==> config.mk <==
export PLATFORM = sky130hd
export DESIGN_NAME = if_id_queue_flat
export DESIGN_NICKNAME = d
export VERILOG_FILES = /design/src/rtl/if_id_queue_if.sv /design/src/rtl/if_id_queue.sv /design/src/flat_wrapper.sv
export SDC_FILE = /design/constraint.sdc
export NUM_CORES = 1
export LEC_CHECK = 0
export ABC_AREA = 1
export BUFFER_PORTS_ARGS = -buffer_cell sky130_fd_sc_hd__buf_2
export CAP_MARGIN = 30
export CORE_ASPECT_RATIO = 0.9
export CORE_MARGIN = 2
export CORE_UTILIZATION = 60
export CTS_BUF_LIST = sky130_fd_sc_hd__clkbuf_4 sky130_fd_sc_hd__clkbuf_8
export CTS_CLUSTER_SIZE = 12
export DETAILED_ROUTE_END_ITERATION = 12
export PLACE_DENSITY = 0.84
export SETUP_SLACK_MARGIN = 0.02
export SLEW_MARGIN = 20
export SYNTH_ARGS = -nofsm -noshare
export SYNTH_HDL_FRONTEND = slang
export SYNTH_SLANG_ARGS = --single-unit
export TNS_END_PERCENT = 1
==> constraint.sdc <==
create_clock -name clk -period 4.8 [get_ports clk]
set_clock_uncertainty 0.15 [all_clocks]
set_input_delay 0.24 -clock clk [delete_from_list [all_inputs] [get_ports clk]]
set_output_delay 0.24 -clock clk [all_outputs]
set_load 0.05 [all_outputs]
==> src/rtl/if_id_queue_if.sv <==
// ---------------------------------------------------------------------------
// if_id_queue_if
//   Bundles the IF->ID queue handshake and data signals.
//
//   Fetch side : in_valid, in_pc, in_instr  ->  queue ;  in_ready  <- queue
//   Decode side: out_valid, out_pc, out_instr <- queue ; out_ready -> queue
//   Control    : flush (branch taken) -> queue ;  count <- queue
//
//   Modports
//     slave  : the queue itself
//     master : the surrounding pipeline (or a testbench) driving the queue
// ---------------------------------------------------------------------------
interface if_id_queue_if #(
    parameter int DEPTH = 4
);
    localparam int CNT_W = $clog2(DEPTH) + 1;

    logic             in_valid;
    logic [31:0]      in_pc;
    logic [31:0]      in_instr;
    logic             in_ready;
    logic             out_valid;
    logic [31:0]      out_pc;
    logic [31:0]      out_instr;
    logic             out_ready;
    logic             flush;
    logic [CNT_W-1:0] count;

    modport slave (
        input  in_valid, in_pc, in_instr, out_ready, flush,
        output in_ready, out_valid, out_pc, out_instr, count
    );

    modport master (
        output in_valid, in_pc, in_instr, out_ready, flush,
        input  in_ready, out_valid, out_pc, out_instr, count
    );
endinterface

==> src/rtl/if_id_queue.sv <==
// ---------------------------------------------------------------------------
// if_id_queue
//   FIFO between instruction fetch and decode. Holds DEPTH {pc, instr}
//   pairs, delivered in strict push order. A flush (taken branch) empties
//   the queue at the next edge; rst empties it and dominates everything.
//
//   Ports
//     clk   : single clock, rising edge
//     rst   : synchronous, active-high reset
//     q     : if_id_queue_if.slave
//             in_valid/in_pc/in_instr/in_ready   fetch handshake (in_ready = PCWrite)
//             out_valid/out_pc/out_instr/out_ready decode handshake
//             flush                               discard all queued entries
//             count                               number of stored entries
//
//   Parameter
//     DEPTH : entries, power of two in 2..16
//
//   Optional feature (macro IF_ID_QUEUE_BYPASS_EN)
//     When defined, an empty queue forwards in_* straight to out_* in the
//     same cycle; if decode takes it (out_ready = 1) it is not stored.
//     When undefined there is no combinational in-to-out path and a pushed
//     entry appears on out_* the cycle after the push.
// ---------------------------------------------------------------------------
module if_id_queue #(
    parameter int DEPTH = 4
) (
    input  logic        clk,
    input  logic        rst,
    if_id_queue_if.slave q
);
    localparam int PTR_W = $clog2(DEPTH);
    localparam int CNT_W = PTR_W + 1;

    localparam logic [PTR_W-1:0] PTR_ONE  = PTR_W'(1);
    localparam logic [CNT_W-1:0] CNT_ONE  = CNT_W'(1);
    localparam logic [CNT_W-1:0] CNT_ZERO = '0;
    localparam logic [CNT_W-1:0] CNT_FULL = CNT_W'(DEPTH);

    // Storage is intentionally not reset: it is unobservable while count = 0.
    logic [31:0] pc_mem_q    [DEPTH];
    logic [31:0] instr_mem_q [DEPTH];

    logic [PTR_W-1:0] rd_ptr_q, rd_ptr_d;
    logic [PTR_W-1:0] wr_ptr_q, wr_ptr_d;
    logic [CNT_W-1:0] count_q,  count_d;

    logic        head_valid;
    logic        in_ready;
    logic        out_valid;
    logic [31:0] out_pc;
    logic [31:0] out_instr;
    logic        push;
    logic        pop;
    logic        store;
    logic        dequeue;

    // -----------------------------------------------------------------------
    // Handshake and output selection
    // -----------------------------------------------------------------------
    assign head_valid = (count_q != CNT_ZERO);
    assign in_ready   = (count_q != CNT_FULL);

    always_comb begin
        out_valid = 1'b0;
        out_pc    = 32'h0;
        out_instr = 32'h0;
        // Flush kills the head in the flush cycle itself.
        if (!q.flush) begin
            if (head_valid) begin
                out_valid = 1'b1;
                out_pc    = pc_mem_q[rd_ptr_q];
                out_instr = instr_mem_q[rd_ptr_q];
            end
`ifdef IF_ID_QUEUE_BYPASS_EN
            else if (q.in_valid) begin
                out_valid = 1'b1;
                out_pc    = q.in_pc;
                out_instr = q.in_instr;
            end
`endif
        end
    end

    assign push = q.in_valid && in_ready && !q.flush;
    assign pop  = out_valid && q.out_ready && !q.flush;

    // A pop with nothing stored can only be a bypassed entry: it was pushed
    // and consumed in the same cycle, so neither storage nor count moves.
    assign store   = push && !(pop && !head_valid);
    assign dequeue = pop && head_valid;

    // -----------------------------------------------------------------------
    // Next-state for pointers and occupancy
    // -----------------------------------------------------------------------
    always_comb begin
        rd_ptr_d = rd_ptr_q;
        wr_ptr_d = wr_ptr_q;
        count_d  = count_q;
        if (q.flush) begin
            // Nothing is retained; equalizing the pointers is sufficient.
            rd_ptr_d = wr_ptr_q;
            count_d  = CNT_ZERO;
        end else begin
            // Pointers are exactly PTR_W bits wide, so increments wrap mod DEPTH.
            if (store)   wr_ptr_d = wr_ptr_q + PTR_ONE;
            if (dequeue) rd_ptr_d = rd_ptr_q + PTR_ONE;
            unique case ({store, dequeue})
                2'b10:   count_d = count_q + CNT_ONE;
                2'b01:   count_d = count_q - CNT_ONE;
                default: count_d = count_q;
            endcase
        end
    end

    // -----------------------------------------------------------------------
    // State registers
    // -----------------------------------------------------------------------
    always_ff @(posedge clk) begin
        if (rst) begin
            rd_ptr_q <= '0;
            wr_ptr_q <= '0;
            count_q  <= '0;
        end else begin
            rd_ptr_q <= rd_ptr_d;
            wr_ptr_q <= wr_ptr_d;
            count_q  <= count_d;
        end
    end

    always_ff @(posedge clk) begin
        if (store && !rst) begin
            pc_mem_q[wr_ptr_q]    <= q.in_pc;
            instr_mem_q[wr_ptr_q] <= q.in_instr;
        end
    end

    assign q.in_ready  = in_ready;
    assign q.out_valid = out_valid;
    assign q.out_pc    = out_pc;
    assign q.out_instr = out_instr;
    assign q.count     = count_q;

endmodule

==> src/flat_wrapper.sv <==
// flat-port wrapper written by rule: the top's interface ports become plain ports
module if_id_queue_flat 
#(
    parameter int DEPTH = 4
)
  (clk, rst, q_in_valid, q_in_pc, q_in_instr, q_out_ready, q_flush, q_in_ready, q_out_valid, q_out_pc, q_out_instr, q_count);
  if_id_queue_if #(.DEPTH(DEPTH)) q_i ();
  input  logic clk;
  input  logic rst;
  input wire logic [$bits(q_i.in_valid)-1:0] q_in_valid;
  input wire logic [$bits(q_i.in_pc)-1:0] q_in_pc;
  input wire logic [$bits(q_i.in_instr)-1:0] q_in_instr;
  input wire logic [$bits(q_i.out_ready)-1:0] q_out_ready;
  input wire logic [$bits(q_i.flush)-1:0] q_flush;
  output wire logic [$bits(q_i.in_ready)-1:0] q_in_ready;
  output wire logic [$bits(q_i.out_valid)-1:0] q_out_valid;
  output wire logic [$bits(q_i.out_pc)-1:0] q_out_pc;
  output wire logic [$bits(q_i.out_instr)-1:0] q_out_instr;
  output wire logic [$bits(q_i.count)-1:0] q_count;
  assign q_i.in_valid = q_in_valid;
  assign q_i.in_pc = q_in_pc;
  assign q_i.in_instr = q_in_instr;
  assign q_i.out_ready = q_out_ready;
  assign q_i.flush = q_flush;
  assign q_in_ready = q_i.in_ready;
  assign q_out_valid = q_i.out_valid;
  assign q_out_pc = q_i.out_pc;
  assign q_out_instr = q_i.out_instr;
  assign q_count = q_i.count;
  if_id_queue #(.DEPTH(DEPTH)) u_core (.clk(clk), .rst(rst), .q(q_i));
endmodule
== Yosys cells after proc, flatten, opt, wreduce, memory -nomap -nowiden ==
Memory sizes are Yosys's and may differ from the RTL's. A register that Yosys moved wholly into a read port is not among the register bits.
Cells that the tools add are included.

* Bits in latches: 0
* Memories: 2
* Memory bits (writable): 256
* Flip-flop bits (word level): 7
* Memory bits (read-only): 0

* Equal/unequal tests: 3
* Reduce and logical (&&, ||, !) cells: 17
* Shift-type cells: 0
* Divide/modulo/power cells: 0
* Bitwise operators: 1
* $lt $le $gt $ge: 0
* Add/sub/neg operators: 4
* $mul: 0
* Mux-type cells: 15

{| class="wikitable"
|+ Memory list
! memory !! depth !! width !! read ports !! clocked after Yosys merged registers in !! write ports !! RTL line !! RTL
|-
| u_core.instr_mem_q || 4 || 32 || 1 || 1 || 1 || if_id_queue.sv:42 || <nowiki>logic [31:0] instr_mem_q [DEPTH];</nowiki>
|-
| u_core.pc_mem_q || 4 || 32 || 1 || 1 || 1 || if_id_queue.sv:41 || <nowiki>logic [31:0] pc_mem_q [DEPTH];</nowiki>
|}

{| class="wikitable"
|+ Operator list
! operator !! number
|-
| 2-to-1 mux 32 bit || 4
|-
| 2-to-1 mux 2 bit || 6
|-
| logical AND 1 bit || 8
|-
| case mux 3 bit (2 select lines) || 1
|-
| adder 2 x 1 -> 2 bit, second input constant || 2
|-
| logical NOT 1 bit || 4
|-
| 2-to-1 mux 1 bit || 4
|-
| nonzero test 2 bit || 2
|-
| adder 3 x 1 -> 3 bit, second input constant || 1
|-
| inequality test 3 bit, second input constant || 1
|-
| nonzero test 3 bit || 1
|-
| subtractor 3 x 1 -> 3 bit, second input constant || 1
|-
| equality test 2 x 1 -> 1 bit, second input constant || 1
|-
| equality test 2 bit, second input constant || 1
|-
| AND reduction 2 bit || 1
|-
| OR reduction 2 bit || 1
|-
| NOT 1 bit || 1
|}

== Logic depth before layout (Yosys ltp) ==
* Depth after elaboration: 11
* Gate-level depth with buffers: 12
* Depth with buffers taken out: 12

== Worst setup path after synthesis ==
Ideal clock, no wire load.

* Kind: register to register
* Start: register u_core.count_q[0], in the netlist u_core.q.count[0]
* End: memory u_core.instr_mem_q[0][0], enable pin
* Arrival: 4.251 ns
* Buffers on the path: 0
* Path slack: -0.087 ns
* Cell stages (with the launch flop): 7
* Library setup time: 0.486 ns
* Cells stage by stage: dfxtp_1 nor2_2 nand2_1 nand2_4 inv_2 nand2_1 nor2_1

{| class="wikitable"
|+ RTL lines
! element !! RTL line !! RTL
|-
| from (decl) || if_id_queue.sv:46 || <nowiki>logic [CNT_W-1:0] count_q, count_d;</nowiki>
|-
| from (signal assigned) || if_id_queue.sv:127 || <nowiki>count_q <= count_d;</nowiki>
|-
| inequality test 3 bit || if_id_queue.sv:62 || <nowiki>assign in_ready = (count_q != CNT_FULL);</nowiki>
|-
| net q_in_ready || flat_wrapper.sv:15 || <nowiki>output wire logic [$bits(q_i.in_ready)-1:0] q_in_ready;</nowiki>
|-
| logical AND 1 bit (2 in series) || if_id_queue.sv:85 || <nowiki>assign push = q.in_valid && in_ready && !q.flush;</nowiki>
|-
| logical AND 1 bit || if_id_queue.sv:90 || <nowiki>assign store = push && !(pop && !head_valid);</nowiki>
|-
| logical AND 1 bit || if_id_queue.sv:132 || <nowiki>if (store && !rst) begin</nowiki>
|-
| 2-to-1 mux 1 bit || if_id_queue.sv:132 ||
|-
| 2-to-1 mux 1 bit (implied by the code) || if_id_queue.sv:134 || <nowiki>instr_mem_q[wr_ptr_q] <= q.in_instr;</nowiki>
|-
| to (decl) || if_id_queue.sv:42 ||
|}

The timed path passes the listed nets, and every way through them passes these cells.

==> key figures <==
Yosys
  – Mean area per synthesized cell: around 13 µm²
  – Simple-gate share of the synthesized area: about a tenth
  – Synth Area in Compound Gates: approximately a tenth
  – Largest family of logic cells by synthesized area: simple AND/OR/NAND/NOR gates
  – Synth Cell Area: roughly 10000 µm²
  – Post-Synthesis Cells: between 800 and 900
  – Synth Warn #: 0
  – Post-synth net total: 900
  – Post-synthesis mux area share: 0%
  – #FFs+latches synth: about 270
  – Xor/xnor share of the synthesized area: 0%
  – Distinct cell type count of the synthesized netlist: 23
  – Sequential share of the synthesized area: between 70 and 80%
  – Post-synthesis adder-cell area fraction: less than 1%

Detailed routing
  – Antenna Nets Post-Route: 0
  – DRC viols: 0
  – Drt first pass iters: 5
  – Vias per inst: ~5.5
  – Drt total wl: roughly 24000 µm
  – DR vias: about 7000
  – Wire length per cell: 18.0 µm
  – Drt initial violations: about 560

Worst setup path
  – Crit path launch type: flip-flop
  – RR Endpoint: u_core.pc_mem_q[0][27]
  – CP arrival: around 2.7 ns
  – Critical R2R Launch: u_core.q.count[0]
  – FF-to-FF setup slack: roughly 2.2 ns
  – CP Capture Type: output port
  – Setup CP Type: flip-flop to output port
  – R2R cell count: 8
  – Crit Path Max Fanout: 62
  – CP required: between 4 and 5 ns

Timing
  – Hold Fails Final Rpt: 0
  – # setup viols final: 0
  – FMAX: 0.324 GHz
  – Fin. max-slew vios: 0
  – Slew @ Worst Pin: ~0.84 ns
  – Final Critical Period: approximately 3.1 ns
  – RSZ-0062 raised after global routing: false
  – WHS: roughly 0.32 ns
  – Fin crit share: between 60% and 70%
  – Max-slew headroom: around 44%

Layout
  – Fill cells: between 1000 and 1500
  – Commonest non-fill, non-tap cell in the layout: nor2_1
  – FF/Latch Area: between 7000 and 8000 µm²
  – Final design utilization: about three quarters
  – Design area: about 13000 µm²
  – Area Growth Syn to Fin: 22.9%
  – Area of the multi-input gates: 2240 µm²
  – Layout cells sized above 1: between 20% and 30%
  – Post-Layout Cell Count: 1311
  – Final #Nets: 1119
  – Most frequent cells in the layout: 259 x nor2_1, 256 x edfxtp_1, 137 x buf_2, 130 x o21ai_0, 72 x a21oi_1

Global routing
  – Initial antenna violation count: 2
  – Largest net degree at the start of global routing: 67
  – Met3 usage: under 10%
  – GR Util All Layers: between 20% and 30%
  – Grt met1 use: between 30% and 40%
  – GRT overflow: 0
  – Global route hottest layer: met2
  – Number of global-route vias before repair: 7245
  – Met2 Use GR: 44.5%
  – First-pass GRT wire length: 36700 µm

CTS
  – CTS root buf: clkbuf_8
  – Clk sink count: 265
  – Post-cts sizing count: 0
  – Hold buffers post-CTS: just under 70
  – Skew-Pair Late Insertion Delay: 0.52 ns
  – H-tree levels: 2
  – Clock tree buffer depth: 3
  – Cts bufs inserted: 42
  – Clk slew on worst S/H paths: roughly 0.060 ns
  – CTS tree: yes
  – Setup Buffers After CTS: 0

Floorplan
  – Core footprint: 16900 µm²
  – Die ar.: 18500 µm²
  – Row cnt: 45
  – Initial core utilization: 61.7%
  – Width of the die: around 140 µm
  – Io pins: 138
  – Die Y: 129 µm

Power and ir drop
  – PnR Total Power: approximately 4.7 mW
  – Power Density: 366 nW/µm²
  – P_leak: 4.77 nW
  – VDD IR-drop max: ~0.00029 V

Placement
  – IO buf count: about 140
  – HPWL after DPL: between 10000 and 15000 µm
  – Dpl cell area: between 10000 and 15000 µm²
  – Placer congestion estimate: between 0.8 and 0.9
  – Dpl cells: around 1200

Flow run
  – Maxcap violations: 0

Hold path
  – Hold Path Depth: 2
  – Worst Hold End: u_core.pc_mem_q[0][4]
  – Hold path startpoint: q_in_pc[4]
  – Min-Delay Path Class: input port to flip-flop

Outcome
  – Status: finished clean
-- critical path, cell delays in order, from the launching register on --
cell	delay [ns]
dfxtp_4	0.62
buf_4	0.63
nor2_1	0.13
nor2_1	0.10
o21ai_0	0.09
a21oi_1	0.26
buf_2	0.31
-- where the power goes --
part / internal, mW / switching, mW / total, mW
logic: 0.124 / 0.236 / 0.361
clock network: 0.926 / 0.839 / 1.76
registers: 2.57 / 0.0162 / 2.59
-- synth_stat cells --
cell / n / area (µm²)
a21oi_1: 72 / 360
a21oi_2: 1 / 8.76
a31oi_1: 1 / 6.26
buf_1: 9 / 33.8
buf_2: 4 / 20.0
buf_4: 4 / 30.0
buf_6: 16 / 180
clkbuf_1: 14 / 52.6
dfxtp_1: 9 / 180
edfxtp_1: 256 / 7690
fa_1: 1 / 20.0
ha_1: 4 / 50.1
inv_1: 14 / 52.6
inv_2: 5 / 18.8
nand2_1: 9 / 33.8
nand2_2: 3 / 18.8
nand2_4: 2 / 22.5
nand3_1: 4 / 20.0
nand3_2: 1 / 10.0
nor2_1: 263 / 987
nor2_2: 1 / 6.26
o21ai_0: 130 / 651
o21ai_1: 3 / 15.0
-- worst max path at each step --
stage	startpoint	end	cells after the start
final	flip-flop	q_out_pc[17]	6
after global routing	flip-flop	q_out_pc[22]	6
after CTS	flip-flop	q_out_pc[31]	6
after detailed placement	u_core.q.count[0]	u_core.pc_mem_q[0][11]	7
after global placement	u_core.q.count[0]	u_core.instr_mem_q[1][19]	7
after floorplan	u_core.q.count[0]	u_core.instr_mem_q[0][0]	6
-- stage by stage --
stage | setup TNS (ns) | worst slack (ns)
finish | 0 | 1.72
floorplan | -22.38 | -0.0874
detailed placement | 0 | 2.08
CTS | 0 | 1.70
global placement | 0 | 2.05
global route | 0 | 1.54
-- cell type report --
type | count | share of cell area (%)
Clock inverter | 20 | 0.691
Sequential cell | 265 | 61.2
Antenna cell | 2 | 0.0389
Timing Repair Buffer | 222 | 12.5
Multi-Input combinational cell | 495 | 17.4
Inverter | 19 | 0.564
Tap cell | 235 | 2.29
Clock buffer | 53 | 5.28
-- state kept, by name, summed over array words and instances, names as in the netlist, named ones only --
register            flops
u_core.instr_mem_q    128
u_core.pc_mem_q       128
u_core.q.count          3
u_core.rd_ptr_q         2
u_core.wr_ptr_q         2
-- cells by family (layout without fill, tap and decap cells) --
family | count (synthesis) | count (layout)
buf+inv | 66 | 314
flops | 265 | 265
fa+ha+maj | 5 | 5
other cells | 0 | 2
simple gates | 283 | 283
compound gates | 207 | 207
-- per-layer routing --
metal	vias up	wire, µm
li1	3366	-
met2	356	11800
met5	-	0
met4	0	564
met1	3375	9390
met3	68	1880
(Power assumes the default switching activity.)
